==> src/rtl/cpu_defs.sv <==
// Shared P7 core constants: fetch window, reset/exception PCs and exception codes.
package cpu_defs;

  localparam logic [31:0] PC_RESET  = 32'h0000_3000;
  localparam logic [31:0] EXC_ENTRY = 32'h0000_4180;
  localparam logic [31:0] IM_BASE   = 32'h0000_3000;
  localparam logic [31:0] IM_TOP    = 32'h0000_6FFC;

  localparam logic [4:0]  EXC_NONE  = 5'd0;
  localparam logic [4:0]  EXC_ADEL  = 5'd4;
  localparam logic [31:0] NOP       = 32'h0;

  typedef struct packed {
    logic [31:0] pc;
    logic [31:0] instr;
    logic [4:0]  exccode;
    logic        bd;
    logic        valid;
  } d_stage_t;

endpackage

==> src/rtl/if_id_reg_if.sv <==
// F-to-D pipeline register bundle: fetch-side inputs, control, and decode-side outputs.
interface if_id_reg_if;

  logic        Req;
  logic        en;
  logic        flush;
  logic [31:0] F_pc;
  logic [31:0] F_instr;
  logic        F_bd;
  logic [31:0] D_pc;
  logic [31:0] D_instr;
  logic [4:0]  D_exccode;
  logic        D_bd;
  logic        D_valid;

  modport master (
    output Req, en, flush, F_pc, F_instr, F_bd,
    input  D_pc, D_instr, D_exccode, D_bd, D_valid
  );

  modport slave (
    input  Req, en, flush, F_pc, F_instr, F_bd,
    output D_pc, D_instr, D_exccode, D_bd, D_valid
  );

endinterface

==> src/rtl/if_id_reg_fetch_addr_check.sv <==
// Combinational fetch-address legality check: misaligned or outside the IM window.
module fetch_addr_check #(
    parameter logic [31:0] IM_BASE = cpu_defs::IM_BASE,
    parameter logic [31:0] IM_TOP  = cpu_defs::IM_TOP
) (
    input  logic [31:0] F_pc,
    output logic        illegal
);

    always_comb begin
        illegal = (F_pc[1:0] != 2'b00) || (F_pc < IM_BASE) || (F_pc > IM_TOP);
    end

endmodule

==> src/rtl/if_id_reg.sv <==
// IF/ID pipeline register with stall, flush, exception-request and AdEL detection.
module if_id_reg
    import cpu_defs::*;
#(
    parameter logic [31:0] PC_RESET  = cpu_defs::PC_RESET,
    parameter logic [31:0] EXC_ENTRY = cpu_defs::EXC_ENTRY,
    parameter logic [31:0] IM_BASE   = cpu_defs::IM_BASE,
    parameter logic [31:0] IM_TOP    = cpu_defs::IM_TOP
) (
    input logic         clk,
    input logic         reset,
    if_id_reg_if.slave  bus
);

    d_stage_t dstage_d;
    d_stage_t dstage_q;
    logic     illegal;

    fetch_addr_check #(
        .IM_BASE (IM_BASE),
        .IM_TOP  (IM_TOP)
    ) u_fetch_addr_check (
        .F_pc    (bus.F_pc),
        .illegal (illegal)
    );

    // Bubbles still carry a real PC so downstream EPC logic never sees 0.
    always_comb begin
        dstage_d = dstage_q;
        if (reset) begin
            dstage_d = '{pc: PC_RESET, instr: NOP, exccode: EXC_NONE, bd: 1'b0, valid: 1'b0};
        end else if (bus.Req) begin
            dstage_d = '{pc: EXC_ENTRY, instr: NOP, exccode: EXC_NONE, bd: 1'b0, valid: 1'b0};
        end else if (!bus.en) begin
            dstage_d = dstage_q;
        end else if (bus.flush) begin
            dstage_d = '{pc: bus.F_pc, instr: NOP, exccode: EXC_NONE, bd: 1'b0, valid: 1'b0};
        end else if (illegal) begin
            // Kept valid so the AdEL reaches M with the right EPC and BD.
            dstage_d = '{pc: bus.F_pc, instr: NOP, exccode: EXC_ADEL, bd: bus.F_bd, valid: 1'b1};
        end else begin
            dstage_d = '{pc: bus.F_pc, instr: bus.F_instr, exccode: EXC_NONE, bd: bus.F_bd,
                         valid: 1'b1};
        end
    end

    always_ff @(posedge clk) begin
        dstage_q <= dstage_d;
    end

    assign bus.D_pc      = dstage_q.pc;
    assign bus.D_instr   = dstage_q.instr;
    assign bus.D_exccode = dstage_q.exccode;
    assign bus.D_bd      = dstage_q.bd;
    assign bus.D_valid   = dstage_q.valid;

endmodule

==> src/flat_wrapper.sv <==
// flat-port wrapper written by rule: the top's interface ports become plain ports
module if_id_reg_flat import cpu_defs::*;
#(
    parameter logic [31:0] PC_RESET  = cpu_defs::PC_RESET,
    parameter logic [31:0] EXC_ENTRY = cpu_defs::EXC_ENTRY,
    parameter logic [31:0] IM_BASE   = cpu_defs::IM_BASE,
    parameter logic [31:0] IM_TOP    = cpu_defs::IM_TOP
)
  (clk, reset, bus_Req, bus_en, bus_flush, bus_F_pc, bus_F_instr, bus_F_bd, bus_D_pc, bus_D_instr, bus_D_exccode, bus_D_bd, bus_D_valid);
  if_id_reg_if bus_i ();
  input logic clk;
  input logic reset;
  input wire logic [$bits(bus_i.Req)-1:0] bus_Req;
  input wire logic [$bits(bus_i.en)-1:0] bus_en;
  input wire logic [$bits(bus_i.flush)-1:0] bus_flush;
  input wire logic [$bits(bus_i.F_pc)-1:0] bus_F_pc;
  input wire logic [$bits(bus_i.F_instr)-1:0] bus_F_instr;
  input wire logic [$bits(bus_i.F_bd)-1:0] bus_F_bd;
  output wire logic [$bits(bus_i.D_pc)-1:0] bus_D_pc;
  output wire logic [$bits(bus_i.D_instr)-1:0] bus_D_instr;
  output wire logic [$bits(bus_i.D_exccode)-1:0] bus_D_exccode;
  output wire logic [$bits(bus_i.D_bd)-1:0] bus_D_bd;
  output wire logic [$bits(bus_i.D_valid)-1:0] bus_D_valid;
  assign bus_i.Req = bus_Req;
  assign bus_i.en = bus_en;
  assign bus_i.flush = bus_flush;
  assign bus_i.F_pc = bus_F_pc;
  assign bus_i.F_instr = bus_F_instr;
  assign bus_i.F_bd = bus_F_bd;
  assign bus_D_pc = bus_i.D_pc;
  assign bus_D_instr = bus_i.D_instr;
  assign bus_D_exccode = bus_i.D_exccode;
  assign bus_D_bd = bus_i.D_bd;
  assign bus_D_valid = bus_i.D_valid;
  if_id_reg #(.PC_RESET(PC_RESET), .EXC_ENTRY(EXC_ENTRY), .IM_BASE(IM_BASE), .IM_TOP(IM_TOP)) u_core (.clk(clk), .reset(reset), .bus(bus_i));
endmodule
==> config.mk <==
export PLATFORM = sky130hd
export DESIGN_NAME = if_id_reg_flat
export DESIGN_NICKNAME = d
export VERILOG_FILES = /design/src/rtl/cpu_defs.sv /design/src/rtl/if_id_reg_if.sv /design/src/rtl/if_id_reg_fetch_addr_check.sv /design/src/rtl/if_id_reg.sv /design/src/flat_wrapper.sv
export SDC_FILE = /design/constraint.sdc
export NUM_CORES = 1
export LEC_CHECK = 0
export ABC_CLOCK_PERIOD_IN_PS = 1200
export CAP_MARGIN = 20
export CORE_MARGIN = 1
export CORE_UTILIZATION = 36
export DETAILED_ROUTE_END_ITERATION = 10
export GPL_TIMING_DRIVEN = 0
export PLACE_DENSITY = 0.76
export SYNTH_ARGS = -nofsm -noshare
export SYNTH_HDL_FRONTEND = slang
export SYNTH_SLANG_ARGS = --single-unit
==> constraint.sdc <==
create_clock -name clk -period 1.2 [get_ports clk]
set_input_delay 0.12 -clock clk [delete_from_list [all_inputs] [get_ports clk]]
set_output_delay 0.12 -clock clk [all_outputs]
set_load 0.01 [all_outputs]
==> results of run 1 <==
==> state kept, by name, indices dropped and copies added, names as in the netlist <==
signal	cells
u_core.bus.D_instr	32
u_core.bus.D_pc	32
u_core.bus.D_bd	1
u_core.bus.D_exccode	1
u_core.bus.D_valid	1
==> worst max-delay path, cell delays in order <==
cell and delay [ns]:
dlygate4sd2_1 0.28, nor4_4 0.24, nand3_1 0.10, or2_4 0.28, buf_12 0.15, buf_12 0.13
o21ai_2 0.11
==> metrics by stage <==
step	area [µm²]	hold slack, ns	instances
floorplan	2800	0.192	286
CTS	4520	0.139	540
detailed placement	4270	0.466	520
global placement	4270	0.458	520
finish	4530	0.0486	540
global route	4530	0.0377	540
==> cell type report <==
cell class	instances	area, µm²
fillers	653	2840
multi-input cells	190	1360
flip-flops and latches	67	1340
repair buffers	139	1320
plain buffers	29	186
clock buffers	10	138
well taps	99	124
clock inverters	6	55.1
==> synthesized netlist by cell type, drive strengths merged <==
cell,instances
nor2b,3
dfxtp,67
nor4,5
a21oi,1
o21bai,2
o211ai,1
nand3,34
o21ai,33
a211oi,4
conb,1
or2,2
nor3b,1
clkbuf,15
nand2b,1
nand2,1
nor3,1
mux2i,29
buf,14
nor2,32
a21boi,1
and3b,1
nand3b,34
==> metal layers <==
metal	GRT usage [%]	wire length (µm)	up-vias
met1	24.2	3420	1254
met4	6.59	129	0
met3	8.29	714	12
met5	0	0	-
li1	-	-	1301
met2	34.4	3860	115
==> power breakdown <==
group / switching (mW) / total, mW / internal (mW)
clock: 0.837 / 1.83 / 0.998
combinational: 0.290 / 0.626 / 0.336
sequential: 0.0214 / 2.29 / 2.27
==> worst min path at each step <==
stage / endpoint / depth (start not counted) / slack, ns
floorplan: u_core.bus.D_pc[14] / 1 / 0.19
global placement: u_core.bus.D_bd / 2 / 0.46
detailed placement: u_core.bus.D_bd / 2 / 0.47
CTS: u_core.bus.D_pc[19] / 3 / 0.14
global route: u_core.bus.D_valid / 2 / 0.04
finish: u_core.bus.D_valid / 2 / 0.05
==> repair_timing <==
| item | CTS | global route |
|---|---|---|
| endpoints found under the hold margin | 0 | 0 |
| setup buffers | 2 | 0 |
| pin swaps | 12 | 11 |
| setup endpoints to repair | 115 | 23 |
| cloned | 2 | 0 |
| gates resized for setup | 126 | 20 |
| hold buffers | 0 | 0 |
==> placed cells by master (no fill, tap or decap), drive strengths merged <==
cell type,netlist,final
or2,2,2
buf,14,19
nand2b,1,1
clkdlybuf4s50,0,43
nor4,5,5
clkinv,0,5
conb,1,4
nand2,1,1
nor3b,1,1
a211oi,4,4
dlygate4sd2,0,74
clkdlybuf4s15,0,11
nor2b,3,3
nor3,1,1
dfxtp,67,67
mux2i,29,29
bufinv,0,1
o211ai,1,1
nand3b,34,34
and3b,1,1
nor2,32,32
a21oi,1,1
a21boi,1,1
nand3,34,34
o21ai,33,33
clkbuf,15,31
o21bai,2,2
==> kinds of logic (layout without fill, tap and decap cells) <==
logic type	after synthesis	count (layout)	share of synthesized area [%]
AND/OR/NAND/NOR	115	115	23.5
flip-flops	67	67	48.1
AO/OA/AOI/OAI	42	42	12.3
multiplexers	29	29	10.4
buffers and inverters	29	184	5.52
other	1	4	0.135
==> impl_metrics.toml, run 1 <==
[clock_tree]
clock_latency_ns = 0.33
cts_buffers = 9
clkTransAtPathRegs_ns = 0.07
clk_path_buf_depth = 2
htreeDepth = 3
cts_tree = "built"
cts_sinks = 67
clockRootBuffer = "clkbuf_8"

[die]
die_h_um = 90.0
ios = 141
start_util_pct = 37.8
rows = 31
dieArea_um2 = 8100
core_um2 = 7370
die_w_um = 90.0

[synth]
seq_area_frac_synth_pct = 48.1
synth_top_area_share_pct = 48.1
syn-cell-area_um2 = 2790
synth_top_cell_by_area = "dfxtp_1"
syn_avg_cell_area_um2 = 9.85
ys_types = 28
netlist_instances = 283
ys_warn_count = 0
yosys-top-cells-area = "dfxtp_1 48%, mux2i_1 10%, o21ai_2 9.4%"
yosys_register_bits = 67

[worst_setup_path]
regToRegSetupSlack_ns = 0.38
reg2regPathDepth = 3
crit_end = "u_core.bus.D_instr[29]"
cp-end-kind = "register"
worst_r2r_endpoint = "u_core.bus.D_pc[7]"
startpoint = "bus_F_pc[22]"
cp_data_arrival_time_ns = 1.41
cp.required_ns = 1.47
r2r-start = "u_core.bus.D_pc[7]"
cp_max_fo = 5
start_kind = "input port"
path_class = "input port to register"

[placed_design]
gp_congestion = 0.750
hpwl_mm = 5.87
place_ws_ns = -0.637
port_buffers = 135

[timing]
finalHoldViolations = 0
fin_ws_ns = 0.0631
rsz0062_at_grt = "no"
min_period_ns = 1.14
finalClockSkew_ns = 0
fin_crit_sh_pct = 94.7
finalMaxSlewViolations = 0
tns_ns = 0
fmax_ghz = 0.880
setup_viol = 0

[worst_hold_path]
hold_path_class = "input port to register"
hp-start = "bus_flush"

[drt]
wl_per_cell_um = 15.0
ant_nets = 0
vias = 2682
vias_per_cell = 4.97
routed_wl_mm = 8.13
drc = 0
drtIter0Drc = 84
firstDrtPassIters = 4

[power]
p_per_area_nw_per_um2 = 1050
report.power.total_mw = 4.75
ir_worst_vdd_mv = 0.619
leakage_nw = 2.05

[flow_run]
max-cap-violations = 0

[global_routing]
grt_first_pass_wirelength_mm = 13.3
grt_usage_pct = 20.6
grt_pass1_vias = 2780
grt_max_degree = 12
overflow = 0
antenna_found_initial = 0

[finish]
drive_gt1_share_pct = 20.2
layout.nets = 506
area_growth_pct = 62.4
fin_util_pct = 61.4
diodes = 0

[run_status]
status = "complete, no violations"
(Power assumes the default switching activity.)
==> run 2, diff against run 1 <==
--- a/config.mk
+++ b/config.mk
@@ -12,6 +12,7 @@
 export DETAILED_ROUTE_END_ITERATION = 10
 export GPL_TIMING_DRIVEN = 0
 export PLACE_DENSITY = 0.76
+export SETUP_SLACK_MARGIN = 0.02
 export SYNTH_ARGS = -nofsm -noshare
 export SYNTH_HDL_FRONTEND = slang
 export SYNTH_SLANG_ARGS = --single-unit
==> impl_metrics.toml, run 2 (same netlist as run 1, synthesis figures left out) <==
[timing]
rsz0062_at_grt = "no"
fin_crit_sh_pct = 94.4
setup_viol = 0
fmax_ghz = 0.883
finalHoldViolations = 0
fin_ws_ns = 0.0673
tns_ns = 0
finalClockSkew_ns = 0
min_period_ns = 1.13
finalMaxSlewViolations = 0

[drt]
wl_per_cell_um = 15.0
drc = 0
routed_wl_mm = 8.12
firstDrtPassIters = 4
drtIter0Drc = 85
ant_nets = 0
vias = 2678
vias_per_cell = 4.96

[power]
pwr-share-clk_pct = 38.7
ir_worst_vdd_mv = 0.619
netSwitchingPower_mw = 1.15
intPower_mw = 3.60
leakage_nw = 2.05
swShare_pct = 24.1
report.power.total_mw = 4.75
pwr-share-comb_pct = 13.1
p_per_area_nw_per_um2 = 1050
power_frac_seq_pct = 48.3

[finish]
diodes = 0
layout.nets = 506
drive_gt1_share_pct = 20.6
mostFrequentLayoutCells = "74 x dlygate4sd2_1, 67 x dfxtp_1, 43 x clkdlybuf4s50_1, 34 x nand3_1, 34 x nand3b_1"
final_common_cell = "dlygate4sd2_1"
design_area_um2 = 4510
area_growth_pct = 61.7
fin_util_pct = 61.2

[flow_run]
max-cap-violations = 0

[die]
rows = 31
die_w_um = 90.0
dieArea_um2 = 8100
start_util_pct = 37.8
die_h_um = 90.0
ios = 141
core_um2 = 7370

[worst_setup_path]
start_kind = "input port"
cp.required_ns = 1.47
cp_max_fo = 5
cp_data_arrival_time_ns = 1.40
startpoint = "bus_F_pc[27]"
r2r-start = "u_core.bus.D_pc[7]"
cp-end-kind = "register"
reg2regPathDepth = 3
path_class = "input port to register"
worst_r2r_endpoint = "u_core.bus.D_pc[7]"
crit_end = "u_core.bus.D_instr[13]"
regToRegSetupSlack_ns = 0.37

[worst_hold_path]
hold_path_class = "input port to register"

[clock_tree]
clock_latency_ns = 0.33
htreeDepth = 3
cts_buffers = 9
cts_tree = "built"
clkTransAtPathRegs_ns = 0.07
cts_hold_buf = 0
clk_path_buf_depth = 2
cts_sinks = 67
clockRootBuffer = "clkbuf_8"

[run_status]
status = "complete, no violations"

[placed_design]
gp_congestion = 0.750
place_area_um2 = 4270
port_buffers = 135
place_ws_ns = -0.637
hpwl_mm = 5.87

[global_routing]
grt_usage_pct = 20.7
antenna_found_initial = 0
grt_max_degree = 12
grt_pass1_vias = 2778
grt_first_pass_wirelength_mm = 13.4
overflow = 0
## run 2: changes by cell type in the layout (fill, tap and decap cells not counted), sizes merged
cell	before	now
buf	19	23
clkdlybuf4s15	11	9
clkbuf	31	29
## run 2: area by class of cell
| class | count | area, µm² |
|---|---|---|
| buffer | 29 | 188 |
| clock buffer | 10 | 138 |
| clock inverter | 6 | 55.1 |
| fill | 657 | 2860 |
| multi-input combinational | 190 | 1350 |
| sequential | 67 | 1340 |
| tap | 99 | 124 |
| timing repair buffer | 139 | 1310 |
## run 2: power groups by stage
stage	clock network, mW	registers [mW]	logic, mW
finish	1.83	2.29	0.621
global route	1.98	2.29	0.673
CTS	1.86	2.29	0.624
detailed placement	0	2.34	0.658
global placement	0	2.34	0.651
floorplan	0	2.36	0.238
## run 2: what timing repair did
action,in CTS,in global routing
setup endpoints to repair,128,31
gates cloned,2,0
buffers inserted,2,0
pin swaps,10,18
resized for setup,132,20
## run 2: worst min path at each step
| stage | to | cells past startpoint | from | slack (ns) |
|---|---|---|---|---|
| after floorplan | u_core.bus.D_pc[14] | 1 | reset | 0.19 |
| after global placement | u_core.bus.D_bd | 2 | u_core.bus.D_bd | 0.46 |
| after detailed placement | u_core.bus.D_bd | 2 | u_core.bus.D_bd | 0.47 |
| after CTS | u_core.bus.D_pc[19] | 3 | bus_F_pc[19] | 0.05 |
| after global routing | u_core.bus.D_valid | 2 | bus_flush | 0.04 |
| final | u_core.bus.D_valid | 2 | bus_flush | 0.05 |
## run 2: metrics by stage
step	hold slack [ns]	instances
floorplan	0.192	286
global route	0.0377	540
finish	0.0478	540
detailed placement	0.466	520
global placement	0.458	520
CTS	0.0477	540
## run 2: metal layers
layer	wire, µm	GRT usage (%)
met1	3410	24.3
met2	3860	34.4
met3	717	8.29
met4	130	6.59
met5	0	0
## run 2: worst max-delay path, cell delays in order
cell and delay, ns:
clkdlybuf4s15_2 0.21, nor4_4 0.30, nand3_1 0.10, or2_4 0.28
buf_12 0.15, buf_16 0.13, o21ai_2 0.11
